$ cat config.mk
export PLATFORM = sky130hd
export DESIGN_NAME = quad_encoder_emulator
export DESIGN_NICKNAME = d
export VERILOG_FILES = /design/src/rtl/quad_encoder_emulator_pkg.sv /design/src/rtl/quad_encoder_emulator_step_timer.sv /design/src/rtl/quad_encoder_emulator.sv
export SDC_FILE = /design/constraint.sdc
export NUM_CORES = 1
export LEC_CHECK = 0
export ABC_AREA = 1
export CELL_PAD_IN_SITES_DETAIL_PLACEMENT = 1
export CELL_PAD_IN_SITES_GLOBAL_PLACEMENT = 2
export CORE_MARGIN = 4
export CORE_UTILIZATION = 35
export DETAILED_ROUTE_END_ITERATION = 10
export GPL_TIMING_DRIVEN = 0
export PLACE_DENSITY = 0.94
export SLEW_MARGIN = 20
export SYNTH_ARGS = -nofsm -noshare
export SYNTH_HDL_FRONTEND = slang
export SYNTH_SLANG_ARGS = --single-unit
$ cat constraint.sdc
create_clock -name CLK -period 4.03 [get_ports CLK]
set_clock_uncertainty 0.2 [all_clocks]
set_input_delay 0.403 -clock CLK [delete_from_list [all_inputs] [get_ports CLK]]
set_output_delay 0.403 -clock CLK [all_outputs]
set_load 0.05 [all_outputs]
$ cat src/rtl/quad_encoder_emulator_pkg.sv
// Shared constants for the quadrature encoder emulator and its matching decoder.
// Phase encoding lists {A, B} in forward order, so A leads B when stepping up.
package quad_pkg;

   localparam logic [1:0] PH0 = 2'b00;
   localparam logic [1:0] PH1 = 2'b10;
   localparam logic [1:0] PH2 = 2'b11;
   localparam logic [1:0] PH3 = 2'b01;

   localparam logic DIR_FWD = 1'b0;
   localparam logic DIR_REV = 1'b1;

   // The decoder's input filter uses this same length.
   localparam int STEP_DIV_DEFAULT = 100;

   typedef enum logic {
      S_IDLE = 1'b0,
      S_RUN  = 1'b1
   } state_e;

   function automatic logic [1:0] phase_enc(input logic [1:0] idx);
      logic [1:0] ab;
      ab = PH0;
      case (idx)
         2'd0: ab = PH0;
         2'd1: ab = PH1;
         2'd2: ab = PH2;
         2'd3: ab = PH3;
         default: ab = PH0;
      endcase
      return ab;
   endfunction

endpackage

$ cat src/rtl/quad_encoder_emulator_step_timer.sv
// Loadable 16-bit down-counter; ticks for one clock at zero and reloads the
// value captured at the last load, giving a jitter-free period of load+1.
module quad_step_timer (
   input  logic        clk,
   input  logic        rst_n,
   input  logic        i_load,
   input  logic [15:0] i_load_val,
   input  logic        i_en,
   output logic        o_tick
);

   logic [15:0] r_cnt;
   logic [15:0] r_reload;

   always_ff @(posedge clk or negedge rst_n) begin
      if (!rst_n) begin
         r_cnt    <= '0;
         r_reload <= '0;
      end else if (i_load) begin
         r_cnt    <= i_load_val;
         r_reload <= i_load_val;
      end else if (i_en) begin
         if (r_cnt == 16'd0) r_cnt <= r_reload;
         else                r_cnt <= r_cnt - 16'd1;
      end
   end

   assign o_tick = i_en & (r_cnt == 16'd0);

endmodule

$ cat src/rtl/quad_encoder_emulator.sv
// Quadrature encoder emulator: turns relative step commands into paced A/B
// edges and keeps a running count of the edges it has emitted.
module quad_encoder_emulator
   import quad_pkg::*;
#(
   parameter int STEP_DIV  = STEP_DIV_DEFAULT,
   parameter int POS_WIDTH = 24
) (
   input  logic                        CLK,
   input  logic                        reset_n,
   input  logic signed [15:0]          cmd_steps,
   input  logic        [15:0]          cmd_rate,
   input  logic                        cmd_valid,
   output logic                        cmd_ready,
   input  logic                        abort,
   output logic                        quadA,
   output logic                        quadB,
   output logic signed [POS_WIDTH-1:0] position,
   output logic                        busy,
   output logic                        done
);

   localparam logic [15:0]                L_DIV = 16'(STEP_DIV);
   localparam logic signed [POS_WIDTH-1:0] L_ONE = POS_WIDTH'(1);

   state_e                       r_state, w_state_nxt;
   logic                         r_dir;
   logic [16:0]                  r_remaining;
   logic [1:0]                   r_phase;
   logic [1:0]                   r_ab;
   logic signed [POS_WIDTH-1:0]  r_pos;
   logic                         r_done;

   logic                         w_idle;
   logic                         w_accept;
   logic [16:0]                  w_steps_ext;
   logic [16:0]                  w_mag;
   logic [15:0]                  w_period;
   logic                         w_tick;
   logic                         w_step;
   logic                         w_last;
   logic [1:0]                   w_phase_nxt;

   assign w_idle      = (r_state == S_IDLE);
   // A zero-length command is consumed here but never leaves IDLE.
   assign w_accept    = w_idle & cmd_valid & (cmd_steps != 16'sd0);
   // 17 bits so that |-32768| is representable.
   assign w_steps_ext = {cmd_steps[15], cmd_steps};
   assign w_mag       = cmd_steps[15] ? (17'd0 - w_steps_ext) : w_steps_ext;
   assign w_period    = (cmd_rate < L_DIV) ? L_DIV : cmd_rate;

   quad_step_timer u_timer (
      .clk        (CLK),
      .rst_n      (reset_n),
      .i_load     (w_accept),
      .i_load_val (w_period - 16'd1),
      .i_en       (r_state == S_RUN),
      .o_tick     (w_tick)
   );

   // A due step always lands, even alongside abort, so completion beats abort.
   assign w_step      = (r_state == S_RUN) & w_tick;
   assign w_last      = w_step & (r_remaining == 17'd1);
   assign w_phase_nxt = (r_dir == DIR_REV) ? (r_phase - 2'd1) : (r_phase + 2'd1);

   always_comb begin
      w_state_nxt = r_state;
      case (r_state)
         S_IDLE:  if (w_accept) w_state_nxt = S_RUN;
         S_RUN:   if (w_last || abort) w_state_nxt = S_IDLE;
         default: w_state_nxt = S_IDLE;
      endcase
   end

   always_ff @(posedge CLK or negedge reset_n) begin
      if (!reset_n) r_state <= S_IDLE;
      else          r_state <= w_state_nxt;
   end

   always_ff @(posedge CLK or negedge reset_n) begin
      if (!reset_n) begin
         r_dir       <= DIR_FWD;
         r_remaining <= '0;
         r_phase     <= 2'd0;
         r_ab        <= PH0;
         r_pos       <= '0;
         r_done      <= 1'b0;
      end else begin
         r_done <= w_last;
         if (w_accept) begin
            r_dir       <= cmd_steps[15] ? DIR_REV : DIR_FWD;
            r_remaining <= w_mag;
         end else if (w_step) begin
            r_remaining <= r_remaining - 17'd1;
            r_phase     <= w_phase_nxt;
            r_ab        <= phase_enc(w_phase_nxt);
            r_pos       <= (r_dir == DIR_REV) ? (r_pos - L_ONE) : (r_pos + L_ONE);
         end
      end
   end

   assign quadA     = r_ab[1];
   assign quadB     = r_ab[0];
   assign position  = r_pos;
   assign busy      = (r_state == S_RUN);
   assign cmd_ready = w_idle;
   assign done      = r_done;

endmodule

# Word-level counts from Yosys, hierarchy flattened
# Cells that the tools add are included.
# classes
add_sub_neg	8
magnitude_cmp	1
eq_ne	4
n_mux	14
bitwise_logic	7
reduce_logical	7
# op_table
cell	n
$mux 16	4
$mux 17	3
$sub 16x1->16 const B	2
$add 24x2->24 const B	1
$mux 24	1
$sub 24x2->24 const B	1
$eq 17x1->1 const B	1
$sub 1x16->17 const A	1
$sub 17x1->17 const B	1
$logic_not 16->1	1
$lt 16x7->1 const B	1
$reduce_bool 16->1	1
$pmux 2 s4	1
$and 1x1->1	5
$eq 2x2->1 const B	2
$reduce_bool 2->1	2
$mux 1	3
$add 2x1->2 const B	1
$eq 2x1->1 const B	1
$logic_not 2->1	1
$mux 2	1
$not 1->1	2
$pmux 1 s2	1
$reduce_and 2->1	1
other kinds (2)	2
# word_totals
regBits	80
in_bits	36
output_inout_bits	29
wordCells	50

# Longest topological paths before layout
# Gate-level depths: netlist of the first run.
# depth
word_depth	7
mapped_depth	14

# Cells and area by module
# Synthesis of the first run repeated with hierarchy kept, for this count alone.
# hier_totals
hier_cells	1108
hier_area_um2	7006.7
# by_module_without_submodules
module	n_inst	cells_per_inst	area_per_inst_um2	seq_area_each_um2
quad_encoder_emulator	1	815	4966.0	1201.2
quad_step_timer	1	293	2040.7	800.8

# Least setup slack after synthesis of the first run
# No wires, ideal clock.
# synth_timing
path_type	register -> register
from	register r_dir
to	register r_pos[18] (netlist: position[18])
setup_ns	0.118
t_arrival_ns	2.221
t_required_ns	3.712
slack_ns	1.492
path_stages_with_launch	13
period_less_slack_ns	2.538
cell_sequence	dfrtp_1 -> inv_1 -> fa_1 -> inv_1 -> nand3_1 -> nand2_1 -> a21boi_2 -> o21ai_0 -> a21oi_1 -> inv_1 -> nand2_1 -> nand3_1 -> nand2_1
# synth_between
elab_chain_len	1
# synth_rtl
item	line	rtl
start: declaration	quad_encoder_emulator.sv:27	logic r_dir;
start signal: assignment	quad_encoder_emulator.sv:91	r_dir <= cmd_steps[15] ? DIR_REV : DIR_FWD;
$mux 24	quad_encoder_emulator.sv:97	r_pos <= (r_dir == DIR_REV) ? (r_pos - L_ONE) : (r_pos + L_ONE);
end signal: assignment	quad_encoder_emulator.sv:97	
end: declaration	quad_encoder_emulator.sv:31	logic signed [POS_WIDTH-1:0] r_pos;
# Every way passes these cells.
# A chain may end at the register's enable or synchronous reset.

# Worst setup path after layout of the first run
# layout_timing
from	register r_dir
to	register r_pos[22] (netlist: position[22])
# Same word-level chain as after synthesis.

==> metrics.md, run 1 <==
| Metric | Value |
|---|---|
| Sequential power share | 38.3% |
| P_leak | roughly 3.6 nW |
| Reg clk slew, reported paths | around 0.07 ns |
| Final Hold Fails | 0 |
| Status | complete, no violations |
| Area of the multi-input gates | 3660 um2 |
| Ant diodes | 0 |
| Final hold slack | approximately 0.28 ns |
| Crit path kind | flop to flop |
| Buffers & Inverters on Critical Path | 3 |
| Setup TNS | 0 ns |
| Starting Density | between 30 and 40% |
| Ys Warns | 0 |
| DRT antenna net count | 0 |
| Final global-route overflow total | 0 |
| DRC | 0 |
| DR iter-0 viols | ~240 |
| Row count | 48 |
| Setup bufs post-CTS | 0 |
| Maximum vdd ir drop | about 160 uV |
| Clock Power Share | between 30% and 40% |
| Combinational cell fraction of total power | 30.5% |
| Worst-path cell chain | inv_1 -> fa_1 -> inv_1 -> nand3_1 -> nand2_1 -> a21boi_2 -> o21ai_0 -> a21oi_1 -> inv_1 -> nand2_1 -> nand3_1 -> nand2_1 |
| Max_cap viols | 0 |
| Num CTS Buffers | 9 |
| Layout filler cell count | 2245 |
| Arrival @ worst endpoint | 3.05 ns |
| IO Pins | 65 |
| Yosys top cell area share | around 32% |
| Avg Cell Area, Syn | between 6 and 7 um2 |
| Sw Pwr | between 1 and 1.5 mW |
| CP peak stage delay | approximately 0.74 ns |
| RSZ-0062 raised after global routing | no |
| Power Density | between 300 and 400 nW/um2 |
| First-pass GRT wire length | 31300 um |
| Hpwl dp | about 15000 um |
| Area growth from synthesis to layout | 20.6% |
| Post-layout power | about 2.8 mW |
| Min Tclk post-route | about 3.0 ns |
| Port bufs | 64 |
| Post-DR vias/cell | about 5 |
| Syn nets | between 900 and 1000 |
| TritonCTS clock tree | built |
| Synth unique cells | 47 |
| Non-Filler Instances | around 1200 |
| Via count | about 6100 |
| Wire length per cell | approximately 15 um |
| Switching Share | 37.8% |
| Storage cell area | 2000 um2 |
| CP Max Fanout | 26 |
| Ys flop type | dfrtp_1 |
| Synth Cell Area | slightly above 6000 um2 |
| Max-slew headroom | 58.5% |
| Die height | between 100 and 150 um |
| Area leader, netlist | dfrtp_1 |
| Sequential area share after synthesis | about a third |
| Final worst slack | around 1 ns |
| Final slew viol count | 0 |
| Core Box Area | around 17000 um2 |
| Crit path launch type | flop |
| Post-synthesis register bit count | 80 |
| Worst slew pin tran | 0.623 ns |
| Vias in the first global route | about 6300 |
| Top achievable clock speed | 332 MHz |
| # clock sinks | 80 |
| Largest net degree at the start of global routing | 46 |
| Pre-CTS setup slack | about 0.63 ns |
| Layout cell share with drive strength beyond 1 | 6.71% |
| Tot GR Track Use | 19.3% |
| Async set-reset flop share out of synthesis | 100% |
| Pint | 1.75 mW |
| Layout net count | ~1000 |
| Gpl congestion | about 0.88 |
| Design area | between 7000 and 8000 um2 |
| Placed Area | 7110 um2 |
| Ranking of synthesized cells by area | dfrtp_1 32%, nand2_1 14%, nand3_1 6.2%, nor2_1 6.0%, inv_1 5.8% |
| Clock Path Buffers | 2 |
| Post-synth EDFFs | 0 |
| DIE AREA | approximately 20000 um2 |
| CP Capture Type | flop |
| Slowest cell on crit path | dfrtp_2 |
| Syn Inst Count | 902 |
| Root buffer cell | clkbuf_16 |
| Initial antenna violation count | 0 |
| CP delay by family, top | compound AO/OA/AOI/OAI gates |
| H-tree levels | 3 |
| Final wirelength | 18400 um |
| Fin util | a little over two fifths |
| Req. time, crit path | 4.07 ns |
| Final period util | approximately 75% |
| Chip width | 141 um |
| Final setup viols | 0 |
| HP Class | flop to flop |
| DP Cell Count | about 1200 |
| Clock latency on the worst-skew pair | about 0.35 ns |
| Drt first pass iters | 4 |
cells by family (layout without fill, tap and decap cells):
kind of cell / Yosys count / after routing / synth area share, %
xor+xnor: 39 / 39 / 5.54
flops: 80 / 80 / 32.5
buf+inv: 124 / 206 / 8.18
fa+ha+maj: 29 / 29 / 6.01
compound gates: 166 / 166 / 15.2
simple gates: 464 / 464 / 32.6
Yosys cell counts, types with 3 or more instances:
master and instances:
inv_1 95, o21ai_0 58, nand3b_1 4, buf_2 8, nor2_2 9, buf_6 3, nand2_1 235, nand4_1 13
or2_2 4, xnor2_1 13, xor2_1 26, o21ai_1 21, nor2_1 99, nor3_1 8, dfrtp_1 80, nand3_1 76
ha_1 28, nor4_1 8, a22oi_1 3, a21o_1 4, o211ai_1 9, a21oi_1 52, a31oi_1 5, clkbuf_1 7
inv_2 9
cell usage in the layout, fill, tap and decap left out, types with 2 or more instances in the layout:
master and n:
a21o_1 4, a21oi_1 52, a22oi_1 3, a31oi_1 5, buf_2 8, buf_4 2, buf_6 3, clkbuf_1 7
clkbuf_16 9, clkdlybuf4s50_1 63, dfrtp_1 79, ha_1 28, inv_1 95, inv_2 9, inv_6 2, inv_8 2
nand2_1 235, nand3_1 76, nand3_2 2, nand3b_1 4, nand4_1 13, nor2_1 99, nor2_2 9, nor3_1 8
nor4_1 8, o211ai_1 9, o21a_1 2, o21ai_0 58, o21ai_1 21, o21bai_1 2, or2_2 4, xnor2_1 13
xor2_1 26
state kept, by name (all words and copies together), names as in the netlist:
| signal | count |
|---|---|
| r_remaining | 17 |
| u_timer.r_cnt | 16 |
| r_dir | 1 |
| busy | 1 |
| r_phase | 2 |
| r_ab | 2 |
| position | 24 |
| u_timer.r_reload | 16 |
| done | 1 |
worst min-delay path: stages, from the launching register on:
cell and delay, ns:
dfrtp_1 0.34, nand2_1 0.05, nand2_1 0.05
power groups by stage:
stage | clock, mW | sequential, mW | combinational, mW
2_1_floorplan | 0 | 1.06 | 0.609
3_3_place_gp | 0 | 1.09 | 0.827
3_5_place_dp | 0 | 1.09 | 0.851
4_1_cts | 0.902 | 1.08 | 0.860
5_1_grt | 0.943 | 1.10 | 0.980
6_report | 0.877 | 1.08 | 0.856
final cells by class:
type / count / share of cell area (%)
repair buffers: 66 / 9.09
clock buffers: 9 / 3.03
well taps: 225 / 3.79
multi-input cells: 698 / 49.2
flip-flops and latches: 80 / 26.9
clock inverters: 7 / 1.16
plain buffers: 19 / 1.45
inverters: 105 / 5.33
layer usage:
layer	track usage, %	share of wire, %	up-vias
li1	-	-	3125
met1	26.0	49	2916
met2	32.9	47	81
met3	2.34	2.6	18
met4	4.95	1.4	0
met5	0	0	-
worst paths after layout:
kind	startpoint	to	slack, ns	cells past startpoint
min reg2reg	u_timer.r_reload[11]$_DFFE_PN0P_	u_timer.r_reload[11]$_DFFE_PN0P_	0.28	2
max reg2reg	r_dir$_DFFE_PN0P_	position[22]$_DFFE_PN0P_	1.02	12
min	u_timer.r_reload[11]$_DFFE_PN0P_	u_timer.r_reload[11]$_DFFE_PN0P_	0.28	2
max	r_dir$_DFFE_PN0P_	position[22]$_DFFE_PN0P_	1.02	12
max in group asynchronous	reset_n	r_dir$_DFFE_PN0P_	2.64	3
min in group asynchronous	reset_n	position[2]$_DFFE_PN0P_	0.37	2
timing repair:
item                                   in CTS  in global routing
endpoints found under the hold margin      35                  0
hold buffers                                1                  0
resized for setup                           0                  0
Power figures use the tool's default switching activity.
==> run 2: changes to the inputs <==
Settings changed: CORE_UTILIZATION 35 to 29, PLACE_DENSITY 0.94 to 0.84.
Clock period 4.03 ns to 2.7 ns, I/O delays scaled along.
==> run 2 against run 1 <==
Compared with the run above:
- design area increased by 1.8%
- count of clock-buffer cells in the layout increased by 3
- highest routed layer unchanged
- sequential share of layout area is 0.44 points lower
- critical path type unchanged
- register-to-register slack lost 0.85 ns
- wire length grew 3.3%
- combinational power rose by 52%
- die area up 19%
- hold slack worse by 0.022 ns
==> metrics.md, run 2 (synthesized netlist as in run 1, its figures left out) <==
| Metric | Value |
|---|---|
| Status | complete, no violations (unchanged) |
| Pint | 2.74 mW (was 1.75 mW) |
| Gpl congestion | 0.836 (was 0.883) |
| TritonCTS clock tree | built (unchanged) |
| Commonest non-fill, non-tap cell in the layout | nand2_1 (unchanged) |
| Min Tclk post-route | 2.53 ns (was 3.01 ns) |
| RSZ-0062 raised after global routing | no (unchanged) |
| Tot GR Track Use | 16.3% (was 19.3%) |
| Clock latency on the worst-skew pair | 0.35 ns (about the same) |
| HP Class | input pin to async pin (was flop to flop) |
| Layout net count | 1047 (was 1044) |
| # clock sinks | 80 (unchanged) |
| Largest register FFs | 24 (unchanged) |
| Clock Path Buffers | 2 (unchanged) |
| Num CTS Buffers | 9 (unchanged) |
| Vias in the first global route | 6147 (was 6292) |
| Final hold slack | 0.260 ns (was 0.282 ns) |
| Layout cell share with drive strength beyond 1 | 7.40% (was 6.71%) |
| Top achievable clock speed | 395 MHz (was 332 MHz) |
| Worst-path cell chain | ha_1 -> a21oi_1 -> o21ai_0 -> nand2_1 -> nand2_1 -> a21oi_1 -> inv_1 -> or2_2 -> nand3_1 -> nand2_1 (was inv_1 -> fa_1 -> inv_1 -> nand3_1 -> nand2_1 -> a21boi_2 -> o21ai_0 -> a21oi_1 -> inv_1 -> nand2_1 -> nand3_1 -> nand2_1) |
| IO Pins | 65 (unchanged) |
| Port bufs | 64 (unchanged) |
| CP Max Fanout | 14 (was 26) |
| Final Hold Fails | 0 (unchanged) |
| Slowest cell on crit path | dfrtp_4 (was dfrtp_2) |
| Max-slew headroom | 58.7% (was 58.5%) |
| Chip width | 154 um (was 141 um) |
| Initial antenna violation count | 0 (unchanged) |
| Hpwl dp | 15000 um (was 14600 um) |
| Crit path launch type | flop (unchanged) |
| Worst slew pin tran | 0.619 ns (was 0.623 ns) |
| DIE AREA | 23700 um2 (was 19800 um2) |
| Combinational cell fraction of total power | 30.2% (was 30.5%) |
| Row count | 53 (was 48) |
| Sw Pwr | 1.55 mW (was 1.06 mW) |
| DP Cell Count | 1242 (was 1192) |
| Ant diodes | 0 (unchanged) |
| Sequential power share | 37.2% (was 38.3%) |
| Final global-route overflow total | 0 (unchanged) |
| Arrival @ worst endpoint | 2.57 ns (was 3.05 ns) |
| Final slew viol count | 0 (unchanged) |
| CP peak stage delay | 0.58 ns (was 0.74 ns) |
| Drt first pass iters | 4 (unchanged) |
| Core Box Area | 21000 um2 (was 17300 um2) |
| Maximum vdd ir drop | 304 uV (was 157 uV) |
| Wire length per cell | 15.1 um (was 15.3 um) |
| Setup TNS | 0 ns (unchanged) |
| Switching Share | 36.1% (was 37.8%) |
| Cell mode on critical path | nand2_1 |
| Layout filler cell count | 2709 (was 2245) |
| Power Density | 568 nW/um2 (was 378 nW/um2) |
| Die height | 154 um (was 141 um) |
| Largest net degree at the start of global routing | 43 (was 46) |
| First-pass GRT wire length | 31800 um (was 31300 um) |
| H-tree levels | 3 (unchanged) |
| Req. time, crit path | 2.74 ns (was 4.07 ns) |
| CP Capture Type | flop (unchanged) |
| Via count | 6069 (was 6140) |
| Final setup viols | 0 (unchanged) |
| Crit path kind | flop to flop (unchanged) |
| Placed Area | 7180 um2 (was 7110 um2) |
| Reg clk slew, reported paths | 0.06 ns (was 0.07 ns) |
| Non-Filler Instances | 1262 (was 1209) |
| Post-DR vias/cell | 4.81 (was 5.08) |
| Max_cap viols | 0 (unchanged) |
| Design area | 7570 um2 (was 7440 um2) |
| Final period util | 93.8% (was 74.8%) |
| Area growth from synthesis to layout | 22.8% (was 20.6%) |
| DRT antenna net count | 0 (unchanged) |
| Root buffer cell | clkbuf_16 (unchanged) |
| DRC | 0 (unchanged) |
| Starting Density | 29.4% (was 35.6%) |
| Most frequent cells in the layout | 235 x nand2_1, 99 x nor2_1, 95 x inv_1, 79 x dfrtp_1, 76 x nand3_1 (unchanged) |
| DR iter-0 viols | 233 (was 243) |
| Final wirelength | 19000 um (was 18400 um) |
| P_leak | 3.64 nW (was 3.62 nW) |
| Clock Power Share | 32.6% (was 31.2%) |
-- run 2: per-stage QoR --
stage	setup WS, ns	util, %	total power [mW]
CTS	0.0316	36.0	4.35
global route	0.0112	36.1	4.63
global placement	-2.05	34.1	2.87
floorplan	0.162	-	2.48
detailed placement	-0.616	34.2	2.90
finish	0.167	36.1	4.30
-- run 2: worst max-delay path: cells and delay by family, from the launching register on --
family | cells | cell delay, ns
buf+inv | 1 | 0.06
flops | 1 | 0.58
simple gates | 5 | 0.56
fa+ha+maj | 1 | 0.39
compound gates | 3 | 0.64
-- run 2: worst paths after layout --
path | startpoint | end | slack (ns) | cells after the start
worst max-delay path | r_dir$_DFFE_PN0P_ | position[12]$_DFFE_PN0P_ | 0.17 | 10
worst min-delay path | reset_n | position[5]$_DFFE_PN0P_ | 0.26 | 2
worst max register to register | r_dir$_DFFE_PN0P_ | position[12]$_DFFE_PN0P_ | 0.17 | 10
worst min register to register | u_timer.r_reload[3]$_DFFE_PN0P_ | u_timer.r_reload[3]$_DFFE_PN0P_ | 0.28 | 2
max in group asynchronous | reset_n | r_dir$_DFFE_PN0P_ | 1.41 | 3
min in group CLK | u_timer.r_reload[3]$_DFFE_PN0P_ | u_timer.r_reload[3]$_DFFE_PN0P_ | 0.28 | 2
-- run 2: metal layers --
layer / track usage, % / share of wire (%) / vias to the layer above / wire [um]
li1: - / - / 3127 / -
met1: 22.2 / 49 / 2857 / 9260
met2: 27.6 / 48 / 74 / 9120
met3: 1.55 / 2.3 / 11 / 447
met4: 4.58 / 1.2 / 0 / 224
met5: 0 / 0 / - / 0
-- run 2: power by group through the flow --
| stage | combinational (mW) | sequential, mW | clock [mW] |
|---|---|---|---|
| 2_1_floorplan | 0.909 | 1.58 | 0 |
| 3_3_place_gp | 1.25 | 1.62 | 0 |
| 3_5_place_dp | 1.27 | 1.63 | 0 |
| 4_1_cts | 1.31 | 1.60 | 1.44 |
| 5_1_grt | 1.49 | 1.63 | 1.50 |
| 6_report | 1.30 | 1.60 | 1.40 |
-- run 2: cell type report --
| type | instances | area (um2) | share of cell area, % |
|---|---|---|---|
| multi-input combinational | 698 | 3680 | 48.6 |
| clock inverter | 4 | 76.3 | 1.01 |
| tap | 275 | 344 | 4.55 |
| sequential | 80 | 2010 | 26.5 |
| timing repair buffer | 69 | 702 | 9.27 |
| buffer | 19 | 108 | 1.42 |
| clock buffer | 12 | 256 | 3.39 |
| inverter | 105 | 397 | 5.24 |
-- run 2: repair_timing --
item / in CTS / in global routing
pin swaps: 0 / 2
resized for setup: 3 / 9
buffers inserted: 1 / 2
hold buffers: 1 / 0
setup endpoints to repair: 19 / 9
endpoints found under the hold margin: 38 / 0
==> run 3: changes to the inputs <==
Settings changed: CTS_CLUSTER_SIZE from default to 24.
==> results of run 3 <==
Final layout, timing and power as in run 2 (identical DEF).
